--- config.mk ---
export PLATFORM = sky130hd
export DESIGN_NAME = gpio_bank_mmio
export DESIGN_NICKNAME = d
export VERILOG_FILES = /design/src/rtl/gpio_bank_pkg.sv /design/src/rtl/gpio_port_slice.sv /design/src/rtl/gpio_bank_mmio.sv
export SDC_FILE = /design/constraint.sdc
export NUM_CORES = 1
export LEC_CHECK = 0
export BUFFER_PORTS_ARGS = -buffer_cell sky130_fd_sc_hd__clkbuf_2
export CAP_MARGIN = 20
export CORE_MARGIN = 5
export CORE_UTILIZATION = 35
export DETAILED_ROUTE_END_ITERATION = 8
export SLEW_MARGIN = 20
export SYNTH_ARGS = -nofsm -noshare
export SYNTH_HDL_FRONTEND = slang
export SYNTH_SLANG_ARGS = --single-unit
--- constraint.sdc ---
create_clock -name clk -period 4.7 [get_ports clk]
set_input_delay 0.235 -clock clk [delete_from_list [all_inputs] [get_ports clk]]
set_output_delay 0.235 -clock clk [all_outputs]
set_load 0.02 [all_outputs]
--- src/rtl/gpio_bank_pkg.sv ---
// gpio_bank_pkg: register map constants and register-index enum shared by the GPIO bank.
`default_nettype none

package gpio_bank_pkg;

    localparam logic [4:0]  OFF_OUT           = 5'h00;
    localparam logic [4:0]  OFF_IN            = 5'h04;
    localparam logic [4:0]  OFF_EN            = 5'h08;
    localparam logic [4:0]  OFF_POL           = 5'h0C;
    localparam logic [4:0]  OFF_PEND          = 5'h10;
    localparam int          PORT_STRIDE       = 32;
    localparam logic [31:0] DEFAULT_BASE_ADDR = 32'h1001_0040;

    typedef enum logic [2:0] {
        REG_OUT  = OFF_OUT[4:2],
        REG_IN   = OFF_IN[4:2],
        REG_EN   = OFF_EN[4:2],
        REG_POL  = OFF_POL[4:2],
        REG_PEND = OFF_PEND[4:2],
        REG_RSV5 = 3'd5,
        REG_RSV6 = 3'd6,
        REG_RSV7 = 3'd7
    } reg_sel_t;

endpackage

`default_nettype wire

--- src/rtl/gpio_port_slice.sv ---
// gpio_port_slice: one GPIO port -- OUT/EN/POL registers, 2-flop input sync,
// edge detect and sticky PEND with write-1-to-clear.
`default_nettype none

module gpio_port_slice
    import gpio_bank_pkg::*;
#(
    parameter int PORT_WIDTH = 8
) (
    input  logic                  clk,
    input  logic                  rst_n,
    input  logic [PORT_WIDTH-1:0] wdata_i,
    input  logic                  wr_out_i,
    input  logic                  wr_en_i,
    input  logic                  wr_pol_i,
    input  logic                  clr_pend_i,
    input  logic [PORT_WIDTH-1:0] pin_i,
    output logic [PORT_WIDTH-1:0] out_o,
    output logic [PORT_WIDTH-1:0] in_o,
    output logic [PORT_WIDTH-1:0] en_o,
    output logic [PORT_WIDTH-1:0] pol_o,
    output logic [PORT_WIDTH-1:0] pend_o,
    output logic                  irq_o
);

    logic [PORT_WIDTH-1:0] sync1_q, sync2_q, prev_q;
    logic [PORT_WIDTH-1:0] out_q, en_q, pol_q, pend_q, pend_d;
    logic [PORT_WIDTH-1:0] event_d;

    // New events are ORed in after the clear so a same-cycle set beats W1C.
    always_comb begin
        event_d = ((sync2_q & ~prev_q) & ~pol_q) | ((~sync2_q & prev_q) & pol_q);
        pend_d  = pend_q;
        if (clr_pend_i) begin
            pend_d = pend_q & ~wdata_i;
        end
        pend_d = pend_d | event_d;
    end

    always_ff @(posedge clk or negedge rst_n) begin
        if (!rst_n) begin
            sync1_q <= '0;
            sync2_q <= '0;
            prev_q  <= '0;
            out_q   <= '0;
            en_q    <= '0;
            pol_q   <= '0;
            pend_q  <= '0;
        end else begin
            sync1_q <= pin_i;
            sync2_q <= sync1_q;
            prev_q  <= sync2_q;
            pend_q  <= pend_d;
            if (wr_out_i) out_q <= wdata_i;
            if (wr_en_i)  en_q  <= wdata_i;
            if (wr_pol_i) pol_q <= wdata_i;
        end
    end

    assign out_o  = out_q;
    assign in_o   = sync2_q;
    assign en_o   = en_q;
    assign pol_o  = pol_q;
    assign pend_o = pend_q;
    assign irq_o  = |(pend_q & en_q);

endmodule

`default_nettype wire

--- src/rtl/gpio_bank_mmio.sv ---
// gpio_bank_mmio: NUM_PORTS memory-mapped GPIO ports on the data bus with
// address decode, registered read-back, alignment error and a combined irq.
`default_nettype none

module gpio_bank_mmio
    import gpio_bank_pkg::*;
#(
    parameter int                    DATA_WIDTH = 32,
    parameter int                    ADDR_WIDTH = 32,
    parameter int                    PORT_WIDTH = 8,
    parameter int                    NUM_PORTS  = 4,
    parameter logic [ADDR_WIDTH-1:0] BASE_ADDR  = ADDR_WIDTH'(DEFAULT_BASE_ADDR)
) (
    input  logic                            clk,
    input  logic                            reset,
    input  logic [ADDR_WIDTH-1:0]           addr,
    input  logic [DATA_WIDTH-1:0]           wdata,
    input  logic                            we,
    input  logic                            re,
    output logic                            hit,
    output logic [DATA_WIDTH-1:0]           rdata,
    output logic                            rvalid,
    output logic                            align_err,
    input  logic [NUM_PORTS*PORT_WIDTH-1:0] gpio_in,
    output logic [NUM_PORTS*PORT_WIDTH-1:0] gpio_out,
    output logic                            irq
);

    localparam logic [ADDR_WIDTH-1:0] WINDOW = ADDR_WIDTH'(NUM_PORTS * PORT_STRIDE);

    logic [ADDR_WIDTH-1:0] off;
    logic                  misaligned, acc_we, acc_re;
    logic [2:0]            port_idx;
    reg_sel_t              reg_sel;

    // Sized for the maximum of 8 ports so the 3-bit port index never overruns.
    logic [PORT_WIDTH-1:0] out_a  [8];
    logic [PORT_WIDTH-1:0] in_a   [8];
    logic [PORT_WIDTH-1:0] en_a   [8];
    logic [PORT_WIDTH-1:0] pol_a  [8];
    logic [PORT_WIDTH-1:0] pend_a [8];
    logic [NUM_PORTS-1:0]  irq_vec;

    logic [PORT_WIDTH-1:0] rd_sel;
    logic [DATA_WIDTH-1:0] rdata_d;
    logic [DATA_WIDTH-1:0] rdata_q;
    logic                  rvalid_q, align_err_q, irq_q;

    assign off        = addr - BASE_ADDR;
    assign hit        = (addr >= BASE_ADDR) && (off < WINDOW);
    assign misaligned = |off[1:0];
    assign port_idx   = off[7:5];
    assign reg_sel    = reg_sel_t'(off[4:2]);
    assign acc_we     = we && hit && !misaligned;
    assign acc_re     = re && hit && !misaligned;

    for (genvar p = 0; p < 8; p++) begin : g_port
        if (p < NUM_PORTS) begin : g_slice
            logic sel;
            assign sel = acc_we && (port_idx == 3'(p));

            gpio_port_slice #(
                .PORT_WIDTH (PORT_WIDTH)
            ) u_slice (
                .clk        (clk),
                .rst_n      (reset),
                .wdata_i    (wdata[PORT_WIDTH-1:0]),
                .wr_out_i   (sel && (reg_sel == REG_OUT)),
                .wr_en_i    (sel && (reg_sel == REG_EN)),
                .wr_pol_i   (sel && (reg_sel == REG_POL)),
                .clr_pend_i (sel && (reg_sel == REG_PEND)),
                .pin_i      (gpio_in[p*PORT_WIDTH +: PORT_WIDTH]),
                .out_o      (out_a[p]),
                .in_o       (in_a[p]),
                .en_o       (en_a[p]),
                .pol_o      (pol_a[p]),
                .pend_o     (pend_a[p]),
                .irq_o      (irq_vec[p])
            );

            assign gpio_out[p*PORT_WIDTH +: PORT_WIDTH] = out_a[p];
        end else begin : g_pad
            assign out_a[p]  = '0;
            assign in_a[p]   = '0;
            assign en_a[p]   = '0;
            assign pol_a[p]  = '0;
            assign pend_a[p] = '0;
        end
    end

    always_comb begin
        rd_sel = '0;
        case (reg_sel)
            REG_OUT:  rd_sel = out_a[port_idx];
            REG_IN:   rd_sel = in_a[port_idx];
            REG_EN:   rd_sel = en_a[port_idx];
            REG_POL:  rd_sel = pol_a[port_idx];
            REG_PEND: rd_sel = pend_a[port_idx];
            default:  rd_sel = '0;
        endcase
        rdata_d                 = '0;
        rdata_d[PORT_WIDTH-1:0] = rd_sel;
    end

    // rdata samples the pre-edge register value, so a combined we+re returns old data.
    always_ff @(posedge clk or negedge reset) begin
        if (!reset) begin
            rdata_q     <= '0;
            rvalid_q    <= 1'b0;
            align_err_q <= 1'b0;
            irq_q       <= 1'b0;
        end else begin
            if (acc_re) rdata_q <= rdata_d;
            rvalid_q    <= acc_re;
            align_err_q <= hit && misaligned && (we || re);
            irq_q       <= |irq_vec;
        end
    end

    assign rdata     = rdata_q;
    assign rvalid    = rvalid_q;
    assign align_err = align_err_q;
    assign irq       = irq_q;

endmodule

`default_nettype wire
==> flow_summary.yaml, run 1 <==
routing:
  viasPerCell: 5.39
  wl_um: 29100
  drc: 0
  drtIter0Drc: 463
  wire_per_inst_um: 20.5
  postRouteAntennaNets: 0
  vias: 7655
  drt_first_pass_iters: 5
worst_setup_path:
  reg2reg_slack_ns: 2.76
  worst_setup_path_end_kind: "output port"
  crit_required_ns: 4.47
  cp_max_fo: 17
  worstSetupPathType: "primary input to output port"
  startpoint_type: "primary input"
  critPathArrivalTime_ns: 3.44
clock_network:
  clockRootBuffer: "clkbuf_16"
  clock_path_buffers: 3
  htreeDepth: 1
  cts_tree: "done"
  cts_setup_buffers: 0
  clock_sink_count: 235
  clock_latency_ns: 0.53
  cts-buffers-inserted: 25
  clkTransAtPathRegs_ns: 0.06
synthesis:
  yosys_warnings: 0
  synthCells: 854
  syn_avg_cell_area_um2: 13.0
  synth-main-ff-cell: "dfrtp_1"
  synth_edf_count: 0
  yosys.cell_types.count: 68
  async_reset_ff_frac: 1.00
  synth-seq-cells: 235
  netlist_area_um2: 11100
  ys_seq_area_frac: 0.530
cells_and_area:
  finalInstanceArea_um2: 13200
  fillCellCount: 2928
  mostFrequentLayoutCell: "dfrtp_1"
  nNetsFinal: 1103
  drive_gt1_frac: 0.296
  syn_to_final_growth_pct: 18.8
  mostFrequentLayoutCells: "dfrtp_1, clkbuf_2, mux2_2"
sta:
  hold_slack_ns: 0.0359
  worstMarginPinSlew_ns: 0.993
  tns_ns: 0
  fin_skew_ns: 0.0182
  setup_viol: 0
  rsz0062_at_grt: "false"
  slew_violations: 0
  fin_crit_ns: 3.68
  max_freq_ghz: 0.272
  period_share: 0.782
  slew_headroom: 0.336
  final-hold-violation-count: 0
min_path:
  min_path_type: "primary input to flop"
power_and_ir_drop:
  power_density_nw_per_um2: 326
  vdd_drop_max_v: 0.000227
  leakagePower_nw: 6.02
floorplanning:
  core_area_um2: 31500
  initial_core_util: 0.353
  io-pin-count: 168
  row_count: 65
  die_w_um: 188
  die_h_um: 188
  dieArea_um2: 35400
global_routing:
  grt_antenna_before_repair: 0
  grt_max_degree: 128
  grt_usage: 0.164
  grt_pass1_wl_um: 46400
  grt_overflow: 0
  grt_pass1_vias: 7850
placement:
  gp_congestion: 0.869
  place_area_um2: 12100
  dpl.hpwl_um: 19600
  portBuffers: 119
status:
  status: "finished clean"
flow_run:
  max_cap_violations: 0
cells in the mapped netlist, types with 24 or more instances:
library cell	n	share of area
a21o_1	29	0.020
buf_4	24	0.016
clkbuf_1	35	0.012
dfrtp_1	235	0.53
inv_1	31	0.010
mux2_1	35	0.035
mux2_2	56	0.057
mux4_2	41	0.083
nand2_1	38	0.013
nor2_1	27	0.0091
o21ai_0	25	0.011
o221ai_1	28	0.022
per-layer routing:
layer | wire length (um) | track usage
met4 | 774 | 0.0477
met5 | 0 | 0
met2 | 13500 | 0.262
met1 | 12800 | 0.235
met3 | 1960 | 0.0223
state kept, by name, indices dropped and copies added, names as in the netlist:
| name | flops |
|---|---|
| g_port.g_slice.u_slice.en_o | 32 |
| g_port.g_slice.u_slice.in_o | 32 |
| g_port.g_slice.u_slice.out_o | 32 |
| g_port.g_slice.u_slice.pend_o | 32 |
| g_port.g_slice.u_slice.pol_o | 32 |
| g_port.g_slice.u_slice.prev_q | 32 |
| g_port.g_slice.u_slice.sync1_q | 32 |
| rdata | 8 |
| align_err | 1 |
| irq | 1 |
| rvalid | 1 |
final timing paths:
kind                                                       from                                   end  cells past startpoint
hold / removal                                               re                             align_err                      3
hold reg to reg            g_port[0].g_slice.u_slice.sync1_q[1]     g_port[0].g_slice.u_slice.in_o[1]                      0
setup reg to reg              g_port[2].g_slice.u_slice.in_o[6]                              rdata[6]                      5
min in group asynchronous                                 reset  g_port[1].g_slice.u_slice.sync1_q[2]                      2
max in group asynchronous                                 reset  g_port[3].g_slice.u_slice.sync1_q[6]                      3
setup / recovery                                        addr[7]                                   hit                     11
repair_timing:
action                                 CTS  global route
hold buffers                            33             0
endpoints found under the hold margin  158             0
resized for setup                        0             0
stage by stage:
step	setup slack, ns	total power [mW]	util	std cells
2_1_floorplan	1.20	2.30	-	877
3_3_place_gp	0.663	2.42	0.383	1344
3_5_place_dp	0.631	2.42	0.383	1344
4_1_cts	1.02	4.35	0.419	1420
5_1_grt	0.732	4.47	0.419	1420
6_report	1.02	4.30	0.419	1421
report_power, final:
| group | leakage [nW] | switching [mW] | internal, mW |
|---|---|---|---|
| logic | 2.73 | 0.199 | 0.116 |
| registers | 2.89 | 0.0251 | 2.07 |
| clock network | 0.391 | 0.786 | 1.11 |
| total | 6.02 | 1.01 | 3.29 |
logic make-up (layout without fill, tap and decap cells):
| group | count (synthesis) | in the layout | synth area share |
|---|---|---|---|
| xor+xnor | 2 | 2 | 0.00158 |
| flops | 235 | 235 | 0.530 |
| other cells | 1 | 25 | 0.000338 |
| mux | 157 | 157 | 0.202 |
| compound gates | 149 | 149 | 0.103 |
| fa+ha+maj | 1 | 1 | 0.00113 |
| simple gates | 208 | 208 | 0.119 |
| buf+inv | 101 | 242 | 0.0436 |
critical path, stage by stage:
cell and delay (ns):
clkbuf_2 0.14, inv_1 0.08, ha_1 0.21, or3b_1 0.51, o41a_1 0.39, nor4_1 0.32
mux2_2 0.22, o211ai_2 0.38, or2_2 0.47, nor3_1 0.26, clkbuf_2 0.22
area by class of cell:
| class | count | area, um2 | area share |
|---|---|---|---|
| tap | 402 | 503 | 0.0381 |
| inverter | 31 | 116 | 0.00882 |
| multi-input combinational | 541 | 4830 | 0.366 |
| clock buffer | 34 | 709 | 0.0538 |
| timing repair buffer | 168 | 1070 | 0.0810 |
| sequential | 235 | 5880 | 0.446 |
| antenna | 1 | 2.50 | 0.000190 |
| clock inverter | 9 | 76.3 | 0.00579 |
Power figures use the tool's default switching activity.
==> run 2, diff against run 1 <==
==> constraint.sdc (replaced) <==
create_clock -name clk -period 3.2 [get_ports clk]
set_input_delay 0.16 -clock clk [delete_from_list [all_inputs] [get_ports clk]]
set_output_delay 0.16 -clock clk [all_outputs]
set_load 0.02 [all_outputs]
==> flow_summary.yaml, run 2 (synthesized netlist as in run 1, its figures left out) <==
worst_setup_path:
  startpoint: "addr[12]"
  crit_required_ns: 3.04
  cp_max_fo: 11
  worst_setup_path_end_kind: "output port"
  critPathArrivalTime_ns: 2.95
  reg2reg_slack_ns: 1.24
  cp.depth: 11
  critPathBufInv: 4
  reg2reg_depth: 5
  r2r_start: "g_port[1].g_slice.u_slice.en_o[6]"
  endpoint: "hit"
  crit_chain: "clkbuf_2, or4_1, buf_4, o41ai_4, nor3_2, nor4_2, a31oi_4, buf_4, or2_2, nor3_2, clkbuf_2"
  crit_family: "simple AND/OR/NAND/NOR gates"
  cpPeakStageDelay_ns: 0.62
  worstSetupPathType: "primary input to output port"
  startpoint_type: "primary input"
  reg2reg_to: "rdata[6]"
  critPathSlowestCell: "or4_1"
global_routing:
  grt_overflow: 0
  grt_antenna_before_repair: 0
  grt_max_degree: 96
  grt_pass1_vias: 8310
  grt_usage: 0.173
  grt_pass1_wl_um: 48700
power_and_ir_drop:
  leakagePower_nw: 6.43
  fin_total_pwr_mw: 6.57
  vdd_drop_max_v: 0.000424
  power_density_nw_per_um2: 471
cells_and_area:
  antenna_cells: 0
  mostFrequentLayoutCells: "dfrtp_1, clkbuf_2, buf_4"
  mostFrequentLayoutCell: "dfrtp_1"
  finalInstanceArea_um2: 14000
  nNetsFinal: 1175
  utilization: 0.443
  instances_no_fill: 1496
  drive_gt1_frac: 0.354
  syn_to_final_growth_pct: 25.7
placement:
  portBuffers: 119
  dp.cells: 1411
  dpl.hpwl_um: 21500
  gp_congestion: 0.869
  place_area_um2: 12700
  place_ws_ns: -0.344
clock_network:
  cts_tree: "done"
  cts-buffers-inserted: 26
  clock_latency_ns: 0.53
  clock_path_buffers: 3
  clkTransAtPathRegs_ns: 0.06
  clockRootBuffer: "clkbuf_16"
  htreeDepth: 1
  clock_sink_count: 235
  cts_setup_buffers: 0
routing:
  drt_first_pass_iters: 4
  postRouteAntennaNets: 0
  drtIter0Drc: 396
  viasPerCell: 5.30
  vias: 7931
  wl_um: 30500
  drc: 0
  wire_per_inst_um: 20.4
flow_run:
  max_cap_violations: 0
sta:
  fin_crit_ns: 3.11
  rsz0062_at_grt: "false"
  slew_violations: 0
  max_freq_ghz: 0.322
  period_share: 0.970
  worstMarginPinSlew_ns: 0.804
  setup_viol: 0
  slew_headroom: 0.464
  hold_slack_ns: 0.130
  tns_ns: 0
  setup_ws_ns: 0.0948
  final-hold-violation-count: 0
  fin_skew_ns: 0.0124
status:
  status: "finished clean"
floorplanning:
  dieArea_um2: 35400
  row_count: 65
  core_area_um2: 31500
  initial_core_util: 0.353
  die_h_um: 188
  die_w_um: 188
  io-pin-count: 168
min_path:
  min_path_type: "primary input to flop"
[run 2: changes by cell type in the layout (fill, tap and decap cells not counted), moves of 3 or more]
cell / previous run / this run
mux2_1: 35 / 28
buf_4: 15 / 79
dlygate4sd3_1: 33 / 37
clkinv_4: 0 / 3
buf_12: 1 / 4
mux2_4: 8 / 15
[run 2: worst min-delay path by stage]
stage / from / endpoint / slack (ns) / cells past startpoint
3_3_place_gp: reset / g_port[0].g_slice.u_slice.sync1_q[2] / 0.26 / 1
6_report: wdata[5] / g_port[3].g_slice.u_slice.out_o[5] / 0.13 / 2
2_1_floorplan: reset / align_err / -0.14 / 0
3_5_place_dp: reset / g_port[0].g_slice.u_slice.sync1_q[4] / 0.25 / 1
4_1_cts: wdata[5] / g_port[2].g_slice.u_slice.en_o[5] / 0.10 / 2
5_1_grt: wdata[5] / g_port[3].g_slice.u_slice.out_o[5] / 0.14 / 2
[run 2: power breakdown]
group | internal, mW | switching [mW]
logic | 0.208 | 0.311
registers | 3.03 | 0.0366
clock network | 1.75 | 1.23
total | 5.00 | 1.58
[run 2: final cells by class]
| cell class | instances | area, um2 |
|---|---|---|
| fillers | 2870 | 17500 |
| flip-flops and latches | 235 | 5880 |
| multi-input cells | 541 | 4920 |
| repair buffers | 239 | 1650 |
| clock buffers | 36 | 759 |
| well taps | 402 | 503 |
| inverters | 31 | 124 |
| clock inverters | 12 | 114 |
[run 2: layer usage]
metal  wire (um)  global-route usage  part of all wire
met5           0                   0                 0
met4         567              0.0429             0.019
met3        1940              0.0289             0.064
met2       14500               0.281              0.47
met1       13500               0.242              0.44
[run 2: what timing repair did]
action / 4_1_cts / 5_1_grt
setup endpoints to repair: 1 / 1
resized for setup: 1 / 5
hold buffers: 37 / 0
endpoints found under the hold margin: 127 / 0
==> run 3, diff against run 2 <==
--- a/config.mk
+++ b/config.mk
@@ -8,8 +8,10 @@
 export BUFFER_PORTS_ARGS = -buffer_cell sky130_fd_sc_hd__clkbuf_2
 export CAP_MARGIN = 20
 export CORE_MARGIN = 5
-export CORE_UTILIZATION = 35
+export CORE_UTILIZATION = 50
 export DETAILED_ROUTE_END_ITERATION = 8
+export GPL_TIMING_DRIVEN = 0
+export PLACE_DENSITY = 0.74
 export SLEW_MARGIN = 20
 export SYNTH_ARGS = -nofsm -noshare
 export SYNTH_HDL_FRONTEND = slang
==> flow_summary.yaml, run 3 (synthesized netlist as in run 1, its figures left out) <==
status:
  status: "finished clean"
worst_setup_path:
  cp_max_fo: 10
  critPathSlowestCell: "o41a_1"
  worst_setup_path_end_kind: "output port"
  reg2reg_depth: 5
  startpoint_type: "primary input"
  crit_required_ns: 3.04
  critPathArrivalTime_ns: 2.99
  reg2reg_to: "rdata[6]"
  crit_chain: "clkbuf_2, clkbuf_16, inv_6, ha_4, or3b_1, clkbuf_8, o41a_1, nor4_2, mux2_2, o211ai_4, buf_6, or2_2, nor3_2, buf_4"
  cpPeakStageDelay_ns: 0.36
  worstSetupPathType: "primary input to output port"
  r2r_start: "g_port[1].g_slice.u_slice.out_o[6]"
  reg2reg_slack_ns: 1.29
floorplanning:
  io-pin-count: 168
  die_w_um: 159
  dieArea_um2: 25300
  row_count: 54
  initial_core_util: 0.509
  die_h_um: 159
  core_area_um2: 21800
cells_and_area:
  finalInstanceArea_um2: 13800
  mostFrequentLayoutCells: "dfrtp_1, clkbuf_2, mux2_2"
  antenna_cells: 0
  drive_gt1_frac: 0.328
  mostFrequentLayoutCell: "dfrtp_1"
  syn_to_final_growth_pct: 24.5
  nNetsFinal: 1189
  fillCellCount: 1682
placement:
  portBuffers: 116
  dpl.hpwl_um: 19800
  gp_congestion: 0.892
  place_area_um2: 12300
  place_ws_ns: -1.05
sta:
  setup_ws_ns: 0.0513
  hold_slack_ns: 0.00887
  setup_viol: 0
  slew_violations: 0
  final-hold-violation-count: 0
  period_share: 0.984
  worstMarginPinSlew_ns: 1.01
  rsz0062_at_grt: "true"
  fin_crit_ns: 3.15
  slew_headroom: 0.329
  fin_skew_ns: 0.00749
  max_freq_ghz: 0.318
min_path:
  min_to: "g_port[0].g_slice.u_slice.pol_o[2]"
  holdPathStages: 2
  min_path_type: "primary input to flop"
  hp-start: "wdata[2]"
routing:
  viasPerCell: 5.90
  wl_met1_um: 12100
  wire_per_inst_um: 21.2
  drc: 0
  wl_um: 29300
  met2_length_um: 14300
  routed.top_layer: "met4"
  wl_met3_um: 1830
  drtIter0Drc: 620
  postRouteAntennaNets: 0
  vias: 8180
  drt_first_pass_iters: 5
clock_network:
  clkTransAtPathRegs_ns: 0.06
  clock_sink_count: 235
  clock_latency_ns: 0.53
  cts_tree: "done"
  htreeDepth: 1
  clock_path_buffers: 3
  cts-buffers-inserted: 25
  clockRootBuffer: "clkbuf_16"
power_and_ir_drop:
  leakagePower_nw: 6.40
  power_density_nw_per_um2: 465
  vdd_drop_max_v: 0.000415
global_routing:
  grt_usage: 0.230
  grt_max_degree: 88
  grt_pass1_vias: 8332
  grt_pass1_wl_um: 46800
  grt_overflow: 0
  grt_antenna_before_repair: 0
flow_run:
  max_cap_violations: 0
run 3: cell count changes in the layout (fill, tap and decap cells not counted), moves of 2 or more:
cell,change
clkbuf_1,+30
buf_6,+7
buf_12,-4
clkinv_4,-3
nor4_1,-2
buf_4,-31
clkinv_2,+2
buf_1,+2
clkbuf_8,-2
dlygate4sd3_1,+7
buf_16,+2
run 3: worst max-delay path by stage:
| stage | cells after the start | start | slack, ns | endpoint |
|---|---|---|---|---|
| global route | 14 | addr[6] | -0.09 | hit |
| detailed placement | 13 | addr[6] | -1.05 | g_port[3].g_slice.u_slice.out_o[6] |
| floorplan | 12 | addr[6] | -0.008 | g_port[0].g_slice.u_slice.en_o[0] |
| CTS | 14 | addr[6] | 0.003 | hit |
| finish | 14 | addr[6] | 0.05 | hit |
| global placement | 1 | reset | -2.64 | g_port[3].g_slice.u_slice.in_o[5] |
run 3: what timing repair did:
item,4_1_cts,5_1_grt
cloned,0,0
pin swaps,10,4
setup buffers,17,6
endpoints found under the hold margin,133,0
hold buffers,44,0
endpoints found under the setup margin,75,107
gates resized for setup,13,11
run 3: report_power, final:
part | internal [mW] | leakage [nW] | switching [mW] | total [mW]
sequential | 3.03 | 2.89 | 0.0385 | 3.07
clock | 1.64 | 0.394 | 1.18 | 2.81
combinational | 0.223 | 3.12 | 0.314 | 0.537
run 3: area by class of cell:
cell class,instances,area (um2),share of cell area
inverters,31,124,0.00896
flip-flops and latches,235,5880,0.425
clock inverters,12,131,0.00950
well taps,280,350,0.0253
multi-input cells,541,4950,0.358
plain buffers,68,455,0.0329
clock buffers,33,666,0.0481
repair buffers,186,1270,0.0919
run 3: routing by layer:
| metal | vias up | GRT usage |
|---|---|---|
| li1 | 3641 | - |
| met1 | 4169 | 0.311 |
| met2 | 296 | 0.376 |
| met3 | 74 | 0.0406 |
| met4 | 0 | 0.0822 |
| met5 | - | 0 |
run 3: critical path, delay by kind of cell:
kind | cells | cell delay, ns
AOI/OAI and AO/OA | 2 | 0.48
and+or+nand+nor | 4 | 1.07
adders and majority gates | 1 | 0.13
muxes | 1 | 0.23
buffers and inverters | 6 | 0.92
run 3: through the flow:
step           power [mW]  cells  TNS (ns)   util
2_1_floorplan        3.39    877    -0.193      -
3_3_place_gp         3.59   1273   -711.59  0.561
3_5_place_dp         3.60   1276    -96.98  0.564
4_1_cts              6.48   1382         0  0.630
5_1_grt              6.66   1386    -0.151  0.634
6_report             6.42   1386         0  0.634
